[config.mk]
export PLATFORM = sky130hd
export DESIGN_NAME = synth_param_stager
export DESIGN_NICKNAME = d
export VERILOG_FILES = /design/src/rtl/synth_param_stager.sv
export SDC_FILE = /design/constraint.sdc
export NUM_CORES = 1
export LEC_CHECK = 0
export BUFFER_PORTS_ARGS = -buffer_cell sky130_fd_sc_hd__buf_2
export CORE_ASPECT_RATIO = 0.8
export CORE_UTILIZATION = 50
export DETAILED_ROUTE_END_ITERATION = 8
export GPL_TIMING_DRIVEN = 0
export PLACE_DENSITY_LB_ADDON = 0.15
export SLEW_MARGIN = 10
export SYNTH_ARGS = -nofsm -noshare
export SYNTH_HDL_FRONTEND = slang
export SYNTH_SLANG_ARGS = --single-unit
[constraint.sdc]
create_clock -name clk -period 5.4 [get_ports clk]
set_input_delay 0.81 -clock clk [delete_from_list [all_inputs] [get_ports clk]]
set_output_delay 0.81 -clock clk [all_outputs]
set_load 0.01 [all_outputs]
[src/rtl/synth_param_stager.sv]
// Parameter staging between the UART register bank and the synth core.
// Registers control, samples duty on ticks, commits frequency after a settle window, ramps volume.
//
// Ports:
//   clk, rst (sync, active-high), sample_tick (audio-rate strobe)
//   reg_control/reg_freq_low/mid/high/reg_duty/reg_volume : raw register bytes
//   osc_en, gate, wave_en            : registered control bits
//   duty_out                         : duty, updated on sample_tick only
//   freq_word, freq_commit           : committed frequency and its load pulse
//   freq_pending                     : high while a frequency change is settling
//   volume_out                       : volume ramped toward its target
module synth_param_stager #(
  parameter int unsigned SETTLE_CYCLES = 20000,
  parameter int unsigned VOL_STEP      = 1
) (
  input  logic        clk,
  input  logic        rst,
  input  logic        sample_tick,
  input  logic [7:0]  reg_control,
  input  logic [7:0]  reg_freq_low,
  input  logic [7:0]  reg_freq_mid,
  input  logic [7:0]  reg_freq_high,
  input  logic [7:0]  reg_duty,
  input  logic [7:0]  reg_volume,
  output logic        osc_en,
  output logic        gate,
  output logic [2:0]  wave_en,
  output logic [7:0]  duty_out,
  output logic [23:0] freq_word,
  output logic        freq_commit,
  output logic        freq_pending,
  output logic [7:0]  volume_out
);

  localparam int unsigned CW = $clog2(SETTLE_CYCLES);
  localparam logic [CW-1:0] CNT_LAST = CW'(SETTLE_CYCLES - 1);

  typedef enum logic {
    IDLE,
    SETTLING
  } state_t;

  state_t        state_q;
  logic          osc_en_q;
  logic          gate_q;
  logic [2:0]    wave_en_q;
  logic [7:0]    duty_q;
  logic [7:0]    duty_d;
  logic [23:0]   seen_q;
  logic [23:0]   word_q;
  logic [CW-1:0] cnt_q;
  logic          commit_q;
  logic          pend_q;
  logic [7:0]    vol_q;
  logic [7:0]    vol_d;

  logic [23:0] raw;
  logic        chg;
  logic [7:0]  tgt;
  logic [8:0]  up9;
  logic [8:0]  dn9;
  logic        unused_ctrl;

  assign raw = {reg_freq_high, reg_freq_mid, reg_freq_low};
  assign chg = (raw != seen_q);
  assign unused_ctrl = ^reg_control[7:5];

  always_ff @(posedge clk) begin
    if (rst) begin
      osc_en_q  <= 1'b0;
      gate_q    <= 1'b0;
      wave_en_q <= 3'b111;
    end else begin
      osc_en_q  <= reg_control[0];
      gate_q    <= reg_control[1];
      wave_en_q <= reg_control[4:2];
    end
  end

  always_comb begin
    duty_d = duty_q;
    if (sample_tick) duty_d = reg_duty;
  end

  // A change always wins over a terminal count, so a byte that
  // lands on the commit edge restarts the window instead.
  always_ff @(posedge clk) begin
    if (rst) begin
      state_q  <= IDLE;
      seen_q   <= '0;
      word_q   <= '0;
      cnt_q    <= '0;
      commit_q <= 1'b0;
      pend_q   <= 1'b0;
    end else begin
      commit_q <= 1'b0;
      if (chg) begin
        seen_q <= raw;
        cnt_q  <= '0;
        if (!osc_en_q) begin
          word_q   <= raw;
          commit_q <= 1'b1;
          state_q  <= IDLE;
          pend_q   <= 1'b0;
        end else begin
          state_q <= SETTLING;
          pend_q  <= 1'b1;
        end
      end else if (state_q == SETTLING) begin
        if (cnt_q == CNT_LAST) begin
          word_q   <= seen_q;
          commit_q <= 1'b1;
          state_q  <= IDLE;
          pend_q   <= 1'b0;
          cnt_q    <= '0;
        end else begin
          cnt_q <= cnt_q + 1'b1;
        end
      end
    end
  end

  // 9-bit sums expose overflow past 0xFF and borrow below 0.
  assign tgt = osc_en_q ? reg_volume : 8'h00;
  assign up9 = {1'b0, vol_q} + 9'(VOL_STEP);
  assign dn9 = {1'b0, vol_q} - 9'(VOL_STEP);

  always_comb begin
    vol_d = vol_q;
    if (sample_tick) begin
      if (vol_q < tgt) begin
        vol_d = (up9 > {1'b0, tgt}) ? tgt : up9[7:0];
      end else if (vol_q > tgt) begin
        vol_d = (dn9[8] || (dn9[7:0] < tgt)) ? tgt : dn9[7:0];
      end
    end
  end

  always_ff @(posedge clk) begin
    if (rst) begin
      duty_q <= 8'h80;
      vol_q  <= 8'h00;
    end else begin
      duty_q <= duty_d;
      vol_q  <= vol_d;
    end
  end

  assign osc_en       = osc_en_q;
  assign gate         = gate_q;
  assign wave_en      = wave_en_q;
  assign duty_out     = duty_q;
  assign freq_word    = word_q;
  assign freq_commit  = commit_q;
  assign freq_pending = pend_q;
  assign volume_out   = vol_q;

endmodule
==> results.txt, run 1 <==
Cts repair resizes: 0
Worst EP arrival: 3.89 ns
Die height: 85.9 um
IO Count: 98
Pin count of the biggest net entering global routing: 16
Synth Instances: 446
Max Freq: 275 MHz
Cell area power density: 455 nW/um^2
Synth unique cells: 44
Setup slack after placement: 1.80 ns
Routed WL: 9870 um
Number of diodes: 0
Gpl congestion: 0.876
Max cap viols: 0
DP HPWL: 7420 um
Hold buffers post-CTS: 0
Util after Layout: 61.4%
RSZ-0062 raised after global routing: false
Via density: 5.06
Syn Std Cell Area: 4400 sq um
Fin Setup TNS: 0 ns
Fin. Hold Viols: 0
Top_reg_cell synth: dfxtp_1
Synth Area per Inst: 9.86 sq um
Commonest non-fill, non-tap cell in the layout: buf_2
Sequential fraction of the synthesis area: 39.6%
Antenna violations before repair: 0
Share of post-route cells with drive strength above 1: 26.4%
WHS: 0.495 ns
Critical Path Source Type: flip-flop
Initial DRC Count: 108
Routed length per instance: 14.8 um
Top cell type by total area after synthesis: dfxtp_1
Crit path kind: reg -> reg
First-pass GRT wire length: 16300 um
Clock skew: 0.00747 ns
Worst relative slew slack: 35.3%
I/O Buffers: 94
Row Count: 30
Post-synth net total: 523
Worst VDD drop: 357 uV
Via Count: 3380
Final WS setup: 1.76 ns
Post-layout min period: 3.64 ns
Crit-path max FO: 8
Area fraction of the dominant cell type after synthesis: 39.6%
Initial core utilization: 51.6%
Routed Antenna Nets: 0
DRC viols: 0
Fin. max-slew vios: 0
Hold WC Path Type: reg -> reg
Post-CTS setup buffer count: 0
Synth Register Bits: 87
Num CTS Buffers: 9
Most frequent cells in the layout: buf_2, dfxtp_1, nor2b_1, nor2_1, xor2_1
Required @ worst endpoint: 5.65 ns
CTS tree: yes
Total global routing overflow: 0
Synth-to-layout area growth: 19.1%
Status: finished clean
Synth warnings: 0
Die Area: 9170 sq um
Clock sink count: 87
Gr usage total: 23.1%
Worst skew pair latency: 0.37 ns
Slew @ Worst Pin: 0.970 ns
Root buffer cell: clkbuf_8
Ranking of synthesized cells by area: dfxtp_1, ha_1, nor2b_1
Nets: 628
Vias in the first global route: 3350
Worst-path clk slew: 0.08 ns
EDFF count, synth: 0
Die width: 107 um
CORE AREA: 8520 sq um
Pre-antenna DRT Iters: 4
Htree depth: 3
Pleak: 2.38 nW
Clock Tree Buf Depth: 2
Critical Path Sink Type: flip-flop
FFs w/ async S/R, synth: 0%
Final setup vio count: 0
Final period utilization: 67.4%
Fillcell total: 750
[cell usage after synthesis, types with 6 or more instances]
cell type  instances
nand2_1           23
nand4_1            9
nand3_1           12
mux2_4            20
a21oi_1            9
clkbuf_1          17
mux2i_1           22
inv_1             14
dfxtp_1           87
mux2_2             8
xor2_1            33
nor2b_1           52
ha_1              26
and2_1             7
nor2_1            34
o221ai_1           7
nor3_1             6
xnor2_1           16
[worst max-delay path, stage by stage (launching register included)]
cell and delay [ns]:
dfxtp_1 0.39, clkbuf_1 0.30, and3_1 0.30, nand2_1 0.08, nor2_1 0.14, xor2_1 0.23, ha_1 0.29, a21oi_1 0.16
nand2_1 0.08, a221oi_2 0.82, mux2_2 0.42, a221o_1 0.32
[power breakdown]
| group | internal (mW) | total [mW] | switching [mW] | leakage (nW) |
|---|---|---|---|---|
| Sequential | 0.693 | 0.739 | 0.0456 | 0.718 |
| Combinational | 0.514 | 1.12 | 0.609 | 1.55 |
| Clock | 0.276 | 0.517 | 0.241 | 0.113 |
[metal layers]
metal / global-route usage [%] / vias to the layer above / part of all wire [%]
met5: 0 / - / 0
met4: 7.97 / 0 / 2.0
li1: - / 1732 / -
met1: 31.0 / 1539 / 48
met3: 6.46 / 21 / 5.7
met2: 35.7 / 88 / 44
[per-stage QoR]
step	std cells	cell area (sq um)	power [mW]
detailed placement	652	5010	1.87
global route	668	5230	2.55
CTS	668	5230	2.39
global placement	652	5010	1.84
floorplan	446	4400	1.60
finish	668	5230	2.38
[area by class of cell]
class / count / area (sq um) / share of cell area [%]
clock buffer: 10 / 138 / 2.63
inverter: 14 / 52.6 / 1.00
timing repair buffer: 94 / 470 / 8.99
buffer: 19 / 86.3 / 1.65
tap: 112 / 140 / 2.68
sequential: 87 / 1740 / 33.3
clock inverter: 6 / 90.1 / 1.72
multi-input combinational: 326 / 2510 / 48.1
[sequential cells by signal (all words and copies together), names as in the netlist, 3 cells and up]
register / flops
freq_word: 24
seen_q: 24
cnt_q: 15
duty_out: 8
volume_out: 8
wave_en: 3
[cells by family (layout without fill, tap and decap cells)]
kind of cell / after synthesis / count (layout) / share of synthesized area [%]
compound gates: 34 / 34 / 5.72
xor+xnor: 49 / 49 / 9.76
fa+ha+maj: 26 / 26 / 7.40
buf+inv: 33 / 143 / 3.16
flops: 87 / 87 / 39.6
mux: 50 / 50 / 13.9
simple gates: 167 / 167 / 20.4
[worst paths after layout]
| kind | to | depth (start not counted) | from | slack, ns |
|---|---|---|---|---|
| setup reg to reg | volume_out[6] | 11 | volume_out[2] | 1.76 |
| hold / removal | duty_out[5] | 2 | duty_out[5] | 0.50 |
| setup / recovery | volume_out[6] | 11 | volume_out[2] | 1.76 |
| hold reg to reg | duty_out[5] | 2 | duty_out[5] | 0.50 |
No activity file was read; power rests on OpenSTA's default activity.
==> inputs of run 2 (changes only) <==
==> constraint.sdc (replaced) <==
create_clock -name clk -period 3.71 [get_ports clk]
set_input_delay 0.5565 -clock clk [delete_from_list [all_inputs] [get_ports clk]]
set_output_delay 0.5565 -clock clk [all_outputs]
set_load 0.01 [all_outputs]
==> results.txt, run 2 (same netlist as run 1, synthesis figures left out) <==
Status: finished clean (unchanged)
Pin count of the biggest net entering global routing: 16 (unchanged)
Setup slack after placement: 0.108 ns (was 1.80 ns)
Worst VDD drop: 511 uV (was 357 uV)
CORE AREA: 8520 sq um (unchanged)
Die Area: 9170 sq um (unchanged)
Gpl congestion: 0.876 (unchanged)
Worst skew pair latency: 0.37 ns (about the same)
Fillcell total: 747 (was 750)
Number of diodes: 0 (unchanged)
Critical Path Sink Type: flip-flop (unchanged)
DP HPWL: 7420 um (unchanged)
Via Count: 3388 (was 3380)
Fin. Hold Viols: 0 (unchanged)
Total global routing overflow: 0 (unchanged)
Post-layout min period: 3.45 ns (was 3.64 ns)
Register area: 1740 sq um (unchanged)
Routed WL: 9850 um (was 9870 um)
Gr usage total: 23.1% (unchanged)
RSZ-0062 raised after global routing: false (unchanged)
Die width: 107 um (unchanged)
Row Count: 30 (unchanged)
I/O Buffers: 94 (unchanged)
Pleak: 2.39 nW (was 2.38 nW)
Slew @ Worst Pin: 0.830 ns (was 0.970 ns)
Worst-path clk slew: 0.09 ns (was 0.08 ns)
Post-CTS setup buffer count: 0 (unchanged)
Routed length per instance: 14.7 um (was 14.8 um)
Initial DRC Count: 104 (was 108)
Fin Setup TNS: 0 ns (unchanged)
Worst relative slew slack: 44.3% (was 35.3%)
Critical Path Source Type: flip-flop (unchanged)
Synth-to-layout area growth: 19.4% (was 19.1%)
Commonest non-fill, non-tap cell in the layout: buf_2 (unchanged)
IO Count: 98 (unchanged)
Clock sink count: 87 (unchanged)
First-pass GRT wire length: 16300 um (unchanged)
Multi-input logic area: 2530 sq um (was 2510 sq um)
Clock skew: 0.00737 ns (was 0.00747 ns)
Required @ worst endpoint: 3.96 ns (was 5.65 ns)
Via density: 5.07 (was 5.06)
Initial core utilization: 51.6% (unchanged)
Num CTS Buffers: 9 (unchanged)
Pre-antenna DRT Iters: 5 (was 4)
Crit-path max FO: 8 (unchanged)
Antenna violations before repair: 0 (unchanged)
Max Freq: 290 MHz (was 275 MHz)
Hold buffers post-CTS: 0 (unchanged)
Root buffer cell: clkbuf_8 (unchanged)
CTS tree: yes (unchanged)
Clock Tree Buf Depth: 2 (unchanged)
Cts repair resizes: 0 (unchanged)
Vias in the first global route: 3350 (unchanged)
Hold WC Path Type: in -> reg (was reg -> reg)
Nets: 628 (unchanged)
Routed Antenna Nets: 0 (unchanged)
Final setup vio count: 0 (unchanged)
Worst EP arrival: 3.71 ns (was 3.89 ns)
Max cap viols: 0 (unchanged)
Most frequent cells in the layout: buf_2, dfxtp_1, nor2b_1, nor2_1, xor2_1 (unchanged)
Fin. max-slew vios: 0 (unchanged)
Crit path kind: reg -> reg (unchanged)
Share of post-route cells with drive strength above 1: 26.6% (was 26.4%)
Cell area power density: 664 nW/um^2 (was 455 nW/um^2)
Htree depth: 3 (unchanged)
Final WS setup: 0.259 ns (was 1.76 ns)
Final period utilization: 93.0% (was 67.4%)
DRC viols: 0 (unchanged)
Die height: 85.9 um (unchanged)
-- run 2: cell counts in the layout (fill, tap and decap cells not counted) --
Identical to the previous run, type by type.
-- run 2: through the flow --
step / power, mW / utilization (%) / cells / hold slack (ns) / instance area [sq um]
after detailed placement: 2.72 / 58.8 / 652 / 0.483 / 5010
after floorplan: 2.33 / - / 446 / 0.471 / 4400
after CTS: 3.48 / 61.4 / 668 / 0.347 / 5230
after global routing: 3.74 / 61.6 / 668 / 0.346 / 5250
after global placement: 2.68 / 58.8 / 652 / 0.471 / 5010
final: 3.48 / 61.6 / 668 / 0.363 / 5250
-- run 2: cell type report --
type                       count  share of cell area (%)
buffer                        19                    1.67
clock buffer                  10                    2.62
clock inverter                 6                    1.72
inverter                      14                    1.00
multi-input combinational    326                    48.2
sequential                    87                    33.2
tap                          112                    2.67
timing repair buffer          94                    8.97
-- run 2: worst paths after layout --
check,start,to,slack (ns),cells after the start
hold / removal,reg_control[4],wave_en[2],0.36,2
setup / recovery,volume_out[2],volume_out[6],0.26,11
hold reg to reg,duty_out[5],duty_out[5],0.50,2
setup reg to reg,volume_out[2],volume_out[6],0.26,11
-- run 2: critical path, cell delays in order (launching register included) --
cell and delay [ns]:
dfxtp_1 0.39, clkbuf_1 0.30, and3_1 0.30, nand2_1 0.08
nor2_1 0.14, xor2_1 0.23, ha_1 0.30, a21oi_1 0.16
nand2_1 0.11, a221oi_4 0.62, mux2_2 0.40, a221o_1 0.32
-- run 2: routing by layer --
| metal | global-route usage (%) | share of wire, % | routed length (um) |
|---|---|---|---|
| met3 | 6.46 | 6.0 | 587 |
| met2 | 35.7 | 44 | 4320 |
| met1 | 31.0 | 48 | 4740 |
| met5 | 0 | 0 | 0 |
| met4 | 7.97 | 2.0 | 201 |
-- run 2: power breakdown --
| group | switching [mW] | internal (mW) | total (mW) |
|---|---|---|---|
| Clock | 0.351 | 0.401 | 0.752 |
| Sequential | 0.0659 | 1.01 | 1.07 |
| Combinational | 0.895 | 0.761 | 1.66 |
==> inputs of run 3 (changes only) <==
--- a/config.mk
+++ b/config.mk
@@ -7,7 +7,7 @@
 export LEC_CHECK = 0
 export BUFFER_PORTS_ARGS = -buffer_cell sky130_fd_sc_hd__buf_2
 export CORE_ASPECT_RATIO = 0.8
-export CORE_UTILIZATION = 50
+export CORE_UTILIZATION = 54
 export DETAILED_ROUTE_END_ITERATION = 8
 export GPL_TIMING_DRIVEN = 0
 export PLACE_DENSITY_LB_ADDON = 0.15
==> results.txt, run 3 (same netlist as run 1, synthesis figures left out) <==
Clock skew: 0.00935 ns (was 0.00737 ns)
Hold buffers post-CTS: 0 (unchanged)
Routed Antenna Nets: 0 (unchanged)
Crit path kind: reg -> reg (unchanged)
Initial DRC Count: 99 (was 104)
Root buffer cell: clkbuf_8 (unchanged)
Gr usage total: 24.3% (was 23.1%)
Antenna violations before repair: 0 (unchanged)
Commonest non-fill, non-tap cell in the layout: buf_2 (unchanged)
Clock sink count: 87 (unchanged)
Most frequent cells in the layout: buf_2, dfxtp_1, nor2b_1, nor2_1, xor2_1 (unchanged)
Synth-to-layout area growth: 18.9% (was 19.4%)
Max cap viols: 0 (unchanged)
Die Area: 8510 sq um (was 9170 sq um)
Hold WC Path Type: in -> reg (unchanged)
IO Count: 98 (unchanged)
Required @ worst endpoint: 3.96 ns (about the same)
Critical Path Most Common Cell: nand2_1 (unchanged)
DRC viols: 0 (unchanged)
I/O Buffers: 94 (unchanged)
Worst skew pair latency: 0.36 ns (was 0.37 ns)
Die width: 103 um (was 107 um)
Critical Path Sink Type: flip-flop (unchanged)
Cell area power density: 659 nW/um^2 (was 664 nW/um^2)
Pleak: 2.38 nW (was 2.39 nW)
Post-CTS setup buffer count: 0 (unchanged)
Clock Tree Buf Depth: 2 (unchanged)
Initial core utilization: 55.6% (was 51.6%)
Die height: 82.7 um (was 85.9 um)
Status: finished clean (unchanged)
First-pass GRT wire length: 15700 um (was 16300 um)
Share of post-route cells with drive strength above 1: 26.4% (was 26.6%)
Worst relative slew slack: 51.2% (was 44.3%)
Worst-path clk slew: 0.10 ns (was 0.09 ns)
CP cell instances: clkbuf_1 > and3_1 > nand2_1 > nor2_1 > xor2_1 > ha_1 > a21oi_1 > nand2_1 > a221oi_4 > mux2_2 > a221o_1 (unchanged)
Vias in the first global route: 3332 (was 3350)
Worst EP arrival: 3.70 ns (was 3.71 ns)
Dpl cells: 648 (was 652)
Nets: 628 (unchanged)
Htree depth: 3 (unchanged)
Util after Layout: 66.1% (was 61.6%)
Fin. max-slew vios: 0 (unchanged)
Total global routing overflow: 0 (unchanged)
Critical Path Source Type: flip-flop (unchanged)
Fin. Hold Viols: 0 (unchanged)
Post-layout min period: 3.45 ns (about the same)
Pin count of the biggest net entering global routing: 17 (was 16)
Pre-antenna DRT Iters: 5 (unchanged)
Fin Setup TNS: 0 ns (unchanged)
Worst Hold Depth: 2 (unchanged)
Non-filler cells, final: 664 (was 668)
Crit-path max cell delay: 0.63 ns (was 0.62 ns)
Critical-path top delay cell: a221oi_4 (unchanged)
Via Count: 3458 (was 3388)
Num CTS Buffers: 9 (unchanged)
Crit-path max FO: 8 (unchanged)
Via density: 5.21 (was 5.07)
R2R cell count: 11 (unchanged)
Routed length per instance: 14.8 um (was 14.7 um)
Final period utilization: 93.1% (was 93.0%)
Number of diodes: 0 (unchanged)
Routed WL: 9810 um (was 9850 um)
Row Count: 29 (was 30)
CORE AREA: 7910 sq um (was 8520 sq um)
RSZ-0062 raised after global routing: false (unchanged)
Cts repair resizes: 0 (unchanged)
Gpl congestion: 0.877 (was 0.876)
Slew @ Worst Pin: 0.727 ns (was 0.830 ns)
Max Freq: 289 MHz (was 290 MHz)
Final setup vio count: 0 (unchanged)
CTS tree: yes (unchanged)
Post-layout power: 3.45 mW (was 3.48 mW)
Worst VDD drop: 466 uV (was 511 uV)
WHS: 0.369 ns (was 0.363 ns)
DP HPWL: 7250 um (was 7420 um)
-- run 3: power breakdown --
part / internal, mW / switching [mW]
combinational: 0.758 / 0.896
sequential: 1.01 / 0.0687
clock: 0.342 / 0.372
total: 2.11 / 1.34
-- run 3: per-layer routing --
metal / track usage [%] / up-vias / routed length, um
met5: 0 / - / 0
met4: 8.31 / 0 / 198
met3: 4.97 / 17 / 615
met2: 39.6 / 115 / 4340
met1: 32.1 / 1596 / 4660
li1: - / 1730 / -
-- run 3: critical path, delay by kind of cell, from the launching register on --
| family | cells | cell delay (ns) |
|---|---|---|
| AO/OA/AOI/OAI | 3 | 1.09 |
| XOR/XNOR | 1 | 0.24 |
| adder cells (fa/ha/maj) | 1 | 0.29 |
| buffers and inverters | 1 | 0.31 |
| flip-flops | 1 | 0.39 |
| multiplexers | 1 | 0.41 |
| AND/OR/NAND/NOR | 4 | 0.59 |
-- run 3: through the flow --
stage          worst slack [ns]  area [sq um]
3_3_place_gp              0.119          5000
6_report                  0.255          5230
5_1_grt                  0.0808          5230
2_1_floorplan             0.522          4400
3_5_place_dp             0.0808          5000
4_1_cts                  0.0394          5210
-- run 3: area by class of cell --
class	count	area (sq um)
clock inverters	6	75.1
plain buffers	19	86.3
multi-input cells	326	2530
repair buffers	94	470
fillers	677	2690
well taps	108	135
inverters	14	52.6
clock buffers	10	138
flip-flops and latches	87	1740
-- run 3: path summary, 6_finish.rpt --
kind | to | slack [ns] | from
worst max-delay path | volume_out[6] | 0.26 | volume_out[2]
worst min-delay path | wave_en[2] | 0.37 | reg_control[4]
worst max register to register | volume_out[6] | 0.26 | volume_out[2]
worst min register to register | duty_out[6] | 0.50 | duty_out[6]
